`src/rtl/fma16_pkg.sv`:
```
// fma16_pkg: shared fp16 types, constants and the truncating fp16 multiply used by fma16_mul_sched
package fma16_pkg;

    localparam int        FP16_BIAS    = 15;
    localparam logic [4:0] FP16_EXP_MAX = 5'h1F;

    typedef struct packed {
        logic       sign;
        logic [4:0] exp;
        logic [9:0] frac;
    } fp16_t;

    typedef struct packed {
        fp16_t p;
        logic  uf;
        logic  of;
    } mul_res_t;

    // Subnormals flush to zero, mantissa product is truncated, exponent tracked as 7-bit signed
    function automatic mul_res_t fp16_mul(input fp16_t a, input fp16_t b);
        mul_res_t          r;
        logic              sign;
        logic              nza;
        logic              nzb;
        logic [21:0]       m;
        logic [9:0]        frac;
        logic signed [6:0] e;
        sign = a.sign ^ b.sign;
        nza  = |a.exp;
        nzb  = |b.exp;
        m    = {nza, a.frac} * {nzb, b.frac};
        frac = m[21] ? m[20:11] : m[19:10];
        e    = {2'b0, a.exp} + {2'b0, b.exp} + {6'b0, m[21]} - 7'(FP16_BIAS);
        r    = '{p: '{sign: sign, exp: 5'd0, frac: 10'd0}, uf: 1'b0, of: 1'b0};
        if (!nza || !nzb) begin
            r.p.exp = 5'd0;
        end else if (a.exp == FP16_EXP_MAX || b.exp == FP16_EXP_MAX || e >= 7'sd31) begin
            r.p.exp = FP16_EXP_MAX;
            r.of    = 1'b1;
        end else if (e <= 7'sd0) begin
            r.uf    = 1'b1;
        end else begin
            r.p.exp  = e[4:0];
            r.p.frac = frac;
        end
        return r;
    endfunction

endpackage

```
`src/rtl/fma16_rr_arb.sv`:
```
// fma16_rr_arb: round-robin pick of the first active request at or above the pointer, wrapping
module fma16_rr_arb #(
    parameter int NREQ = 4,
    parameter int IDW  = $clog2(NREQ)
) (
    input  logic [NREQ-1:0] i_req,
    input  logic [IDW-1:0]  i_ptr,
    output logic [NREQ-1:0] o_gnt,
    output logic [IDW-1:0]  o_idx
);

    logic w_any;

    // Scan downward so the candidate closest to the pointer is the last (winning) assignment
    always_comb begin
        o_idx = '0;
        w_any = 1'b0;
        for (int k = NREQ - 1; k >= 0; k--) begin
            if (i_req[(int'(i_ptr) + k) % NREQ]) begin
                o_idx = IDW'((int'(i_ptr) + k) % NREQ);
                w_any = 1'b1;
            end
        end
    end

    assign o_gnt = w_any ? (NREQ'(1) << o_idx) : '0;

endmodule

```
`src/rtl/fma16_mul_sched.sv`:
```
// fma16_mul_sched: round-robin share of one fp16 multiplier; optional counters via FMA16_SCHED_STATS_EN
module fma16_mul_sched
    import fma16_pkg::*;
#(
    parameter int NREQ = 4,
    parameter int IDW  = $clog2(NREQ)
) (
    input  logic              clk,
    input  logic              reset_n,
    input  logic [NREQ-1:0]   req_valid,
    output logic [NREQ-1:0]   req_ready,
    input  logic [NREQ*16-1:0] req_x,
    input  logic [NREQ*16-1:0] req_y,
    output logic              resp_valid,
    input  logic              resp_ready,
    output logic [IDW-1:0]    resp_id,
    output logic [15:0]       resp_p,
    output logic              resp_uf,
    output logic              resp_of
`ifdef FMA16_SCHED_STATS_EN
    ,
    output logic [31:0]       stat_ops,
    output logic [31:0]       stat_stall,
    output logic [31:0]       stat_conflict
`endif
);

    logic            r_s1_valid;
    logic            r_s2_valid;
    logic [IDW-1:0]  r_rr_ptr;
    logic [IDW-1:0]  r_s1_id;
    logic [IDW-1:0]  r_s2_id;
    fp16_t           r_s1_x;
    fp16_t           r_s1_y;
    mul_res_t        r_s2_res;
    logic [NREQ-1:0] w_gnt;
    logic [IDW-1:0]  w_gidx;
    logic            w_s1_adv;
    logic            w_s2_adv;
    logic            w_xfer;
    mul_res_t        w_mul;

    fma16_rr_arb #(.NREQ(NREQ), .IDW(IDW)) u_arb (
        .i_req (req_valid),
        .i_ptr (r_rr_ptr),
        .o_gnt (w_gnt),
        .o_idx (w_gidx)
    );

    assign w_s2_adv   = !r_s2_valid || resp_ready;
    assign w_s1_adv   = !r_s1_valid || w_s2_adv;
    assign req_ready  = w_gnt & {NREQ{w_s1_adv && reset_n}};
    assign w_xfer     = |(req_valid & req_ready);
    assign w_mul      = fp16_mul(r_s1_x, r_s1_y);
    assign resp_valid = r_s2_valid;
    assign resp_id    = r_s2_id;
    assign resp_p     = r_s2_res.p;
    assign resp_uf    = r_s2_res.uf;
    assign resp_of    = r_s2_res.of;

    // Two-stage pipe: S1 holds granted operands, S2 holds the registered product; pointer moves past each winner
    always_ff @(posedge clk or negedge reset_n) begin
        if (!reset_n) begin
            r_s1_valid <= 1'b0;
            r_s2_valid <= 1'b0;
            r_rr_ptr   <= '0;
            r_s1_id    <= '0;
            r_s2_id    <= '0;
            r_s1_x     <= '0;
            r_s1_y     <= '0;
            r_s2_res   <= '0;
        end else begin
            if (w_s1_adv)
                r_s1_valid <= w_xfer;
            if (w_xfer) begin
                r_s1_x   <= req_x[16*w_gidx +: 16];
                r_s1_y   <= req_y[16*w_gidx +: 16];
                r_s1_id  <= w_gidx;
                r_rr_ptr <= (w_gidx == IDW'(NREQ - 1)) ? '0 : w_gidx + IDW'(1);
            end
            if (w_s2_adv)
                r_s2_valid <= r_s1_valid;
            if (w_s2_adv && r_s1_valid) begin
                r_s2_res <= w_mul;
                r_s2_id  <= r_s1_id;
            end
        end
    end

`ifdef FMA16_SCHED_STATS_EN
    // Free-running wrap-around counters for handshakes, stalled cycles and multi-request cycles
    always_ff @(posedge clk or negedge reset_n) begin
        if (!reset_n) begin
            stat_ops      <= '0;
            stat_stall    <= '0;
            stat_conflict <= '0;
        end else begin
            if (r_s2_valid && resp_ready)
                stat_ops <= stat_ops + 32'd1;
            if (r_s2_valid && !resp_ready)
                stat_stall <= stat_stall + 32'd1;
            if ((req_valid & (req_valid - NREQ'(1))) != '0)
                stat_conflict <= stat_conflict + 32'd1;
        end
    end
`endif

endmodule

```
`config.mk`:
```
export PLATFORM = sky130hd
export DESIGN_NAME = fma16_mul_sched
export DESIGN_NICKNAME = d
export VERILOG_FILES = /design/src/rtl/fma16_pkg.sv /design/src/rtl/fma16_rr_arb.sv /design/src/rtl/fma16_mul_sched.sv
export SDC_FILE = /design/constraint.sdc
export NUM_CORES = 1
export LEC_CHECK = 0
export CORE_ASPECT_RATIO = 1.4
export CORE_MARGIN = 2
export CORE_UTILIZATION = 54
export DETAILED_ROUTE_END_ITERATION = 16
export PLACE_DENSITY = 0.81
export REMOVE_ABC_BUFFERS = 1
export SLEW_MARGIN = 20
export SYNTH_ARGS = -nofsm -noshare
export SYNTH_HDL_FRONTEND = slang
export SYNTH_SLANG_ARGS = --single-unit
```
`constraint.sdc`:
```
create_clock -name clk -period 10.2 [get_ports clk]
set_input_delay 2.04 -clock clk [delete_from_list [all_inputs] [get_ports clk]]
set_output_delay 2.04 -clock clk [all_outputs]
set_load 0.05 [all_outputs]
```
==> results.yml <==
floorplanning:
  fp-row-count: 52
  pin_count: 160
  start_util: 0.548
  die_h_um: 147
  dieArea_um2: 15600
  die_x_um: 106
  core_region_area_um2: 14400
final_layout:
  nNetsFinal: 1426
  area_growth_syn_to_layout_pct: 24.5
  nFillCells: 1183
  drive_gt1_frac: 0.0358
  fin_area_um2: 9810
  insertedDiodeCount: 0
  final_cell_mix: "nand2_1, clkdlybuf4s50_1, inv_1"
  multi_input_comb_area_um2: 5760
  mostFrequentLayoutCell: "nand2_1"
  regArea_um2: 1450
clocking:
  cts_tree: "done"
  ctsResizeCount: 0
  clkTransAtPathRegs_ns: 0.06
  clock-sinks: 58
  cts_setup_buffers: 0
  clock_path_buffers: 2
  numCtsBuffers: 9
  htree_num_levels: 3
  holdBufCountCts: 0
  insertion_delay_ns: 0.33
  clock-root-buffer: "clkbuf_16"
sta:
  finalHoldViolations: 0
  max_freq_mhz: 109
  setup_violations: 0
  fin_skew_ns: 0.00478
  drv_slew: 0
  maxSlewHeadroom: 0.394
  setup-tns-final_ns: 0
  period_needed_ns: 9.21
  rsz0062_at_grt: "no"
  tightest_slew_ns: 0.905
  post-route-period-util: 0.903
detailed_routing:
  post_drt_wl_per_cell_um: 14.6
  final_antenna_net_count: 0
  met2_length_um: 10700
  dr_wl_met3_um: 797
  drcViolationCount: 0
  drt-initial-drc-count: 367
  met1_length_um: 7460
  detail_route.vias_per_cell: 5.44
  routed_wl_um: 19400
  routed.top_layer: "met4"
  vias: 7265
  firstDrtPassIters: 5
setup_path:
  path_common_cell: "fa_1"
  start_kind: "register"
  cpPeakStageDelay_ns: 0.75
  required_ns: 10.44
  arrival_ns: 9.45
  r2r-start: "r_s1_y[12]$_DFFE_PN0P_"
  critPathKind: "reg -> reg"
  crit_path_top_delay_cell: "nor3_2"
  reg2reg_depth: 30
  timing.rr.end: "resp_p[8]$_DFFE_PN0P_"
  rrSetupSlack_ns: 0.99
  path_max_fanout: 17
  end_kind: "register"
placement:
  place_area_um2: 9530
  port_buffers: 159
  gp_congestion: 0.852
  hpwl_um: 14900
yosys:
  seq_area_frac_synth: 0.184
  synthTopCellsByArea: "fa_1, dfrtp_1, ha_1, nand2_1, inv_1"
  avgSynthCellArea_um2: 7.70
  synth.ff_latch_count: 58
  synthFlopType: "dfrtp_1"
  synth_top_area_share: 0.203
  netlist_instances: 1023
  synth_area_um2: 7870
  ys_warn_count: 0
  synthArstFlopShare: 1.00
  synth.distinct_cells: 58
  yosysTopAreaCell: "fa_1"
  synth_edf_count: 0
worst_hold_path:
  hp-class: "reg -> reg"
  hp-start: "resp_of$_DFFE_PN0P_"
  whs_endpoint: "resp_of$_DFFE_PN0P_"
  whs_path_depth: 2
run:
  drv_cap: 0
grt:
  overflow: 0
  grt_pass1_wl_um: 33000
  first_global_vias: 7325
  antenna_found_initial: 0
  grt_usage: 0.258
  grt_max_degree: 74
status:
  outcome: "finished clean"
-- kinds of logic (layout without fill, tap and decap cells) --
kind of cell / Yosys count / in the layout / share of synthesized area
AOI/OAI and AO/OA: 154 / 154 / 0.123
and+or+nand+nor: 460 / 460 / 0.265
xor gates and xnor gates: 16 / 16 / 0.0178
muxes: 6 / 6 / 0.00810
DFF: 58 / 58 / 0.184
adders and majority gates: 150 / 150 / 0.315
buffers and inverters: 179 / 302 / 0.0864
-- final cells by class --
type,count,share of cell area
clock buffer,9,0.0230
clock inverter,7,0.00472
inverter,122,0.0467
multi-input combinational,786,0.588
sequential,58,0.148
tap,189,0.0241
timing repair buffer,164,0.166
-- layer usage --
| metal | up-vias | GRT usage |
|---|---|---|
| met1 | 3479 | 0.293 |
| met5 | - | 0 |
| li1 | 3538 | - |
| met3 | 44 | 0.0337 |
| met2 | 204 | 0.485 |
| met4 | 0 | 0.100 |
-- flip-flops by register name (all words and copies together) (netlist names) --
name and cells:
r_s1_id 2, resp_uf 1, resp_id 2, resp_p 16, r_s1_valid 1, r_s1_x 16
r_rr_ptr 2, resp_of 1, resp_valid 1, r_s1_y 16
-- cell usage after synthesis (3+ instances only) --
cell type  number
a211oi_1        5
a21oi_1        14
a221oi_1        3
a22oi_1         5
and2_1         63
buf_2           7
clkbuf_1       48
dfrtp_1        58
fa_1           80
ha_1           70
inv_1         120
mux2_2          3
mux2i_1         3
nand2_1       191
nand2b_1        6
nand3_1        39
nand3b_1        4
nand4_1        10
nor2_1        112
nor2b_1        11
nor3_1          6
nor4_1          3
o211ai_1       16
o21a_1          6
o21ai_0        66
o21ai_1        14
or2_2           3
xnor2_1         8
xor2_1          8
-- worst max-delay path, delay by kind of cell, from the launching register on --
kind	cells	cell delay [ns]
AOI/OAI and AO/OA	4	0.87
xor gates and xnor gates	2	0.44
adders and majority gates	8	3.39
buffers and inverters	5	0.24
DFF	1	0.40
muxes	1	0.44
and+or+nand+nor	10	3.33
-- worst max-delay path by stage --
stage | start | end | slack [ns] | cells after the start
4_1_cts | r_s1_y[12]$_DFFE_PN0P_ | resp_p[8]$_DFFE_PN0P_ | 1.03 | 30
3_5_place_dp | r_s1_y[12]$_DFFE_PN0P_ | resp_p[7]$_DFFE_PN0P_ | 1.13 | 30
5_1_grt | r_s1_y[12]$_DFFE_PN0P_ | resp_p[8]$_DFFE_PN0P_ | 0.34 | 30
2_1_floorplan | r_s1_y[12]$_DFFE_PN0P_ | resp_p[7]$_DFFE_PN0P_ | 1.95 | 30
6_report | r_s1_y[12]$_DFFE_PN0P_ | resp_p[8]$_DFFE_PN0P_ | 0.99 | 30
3_3_place_gp | r_s1_y[12]$_DFFE_PN0P_ | resp_p[7]$_DFFE_PN0P_ | 1.32 | 30
-- per-stage QoR --
step           setup WS [ns]  hold slack [ns]   util  std cells
6_report               0.989            0.472  0.682       1335
5_1_grt                0.339            0.514  0.682       1335
4_1_cts                 1.03            0.477  0.682       1335
3_5_place_dp            1.13            0.464  0.663       1319
3_3_place_gp            1.32            0.459  0.663       1319
2_1_floorplan           1.95            0.446      -        966
Power is left out: the tool's default activity adds up to more than one toggle a clock period on the data nets, which glitch-free logic cannot reach.
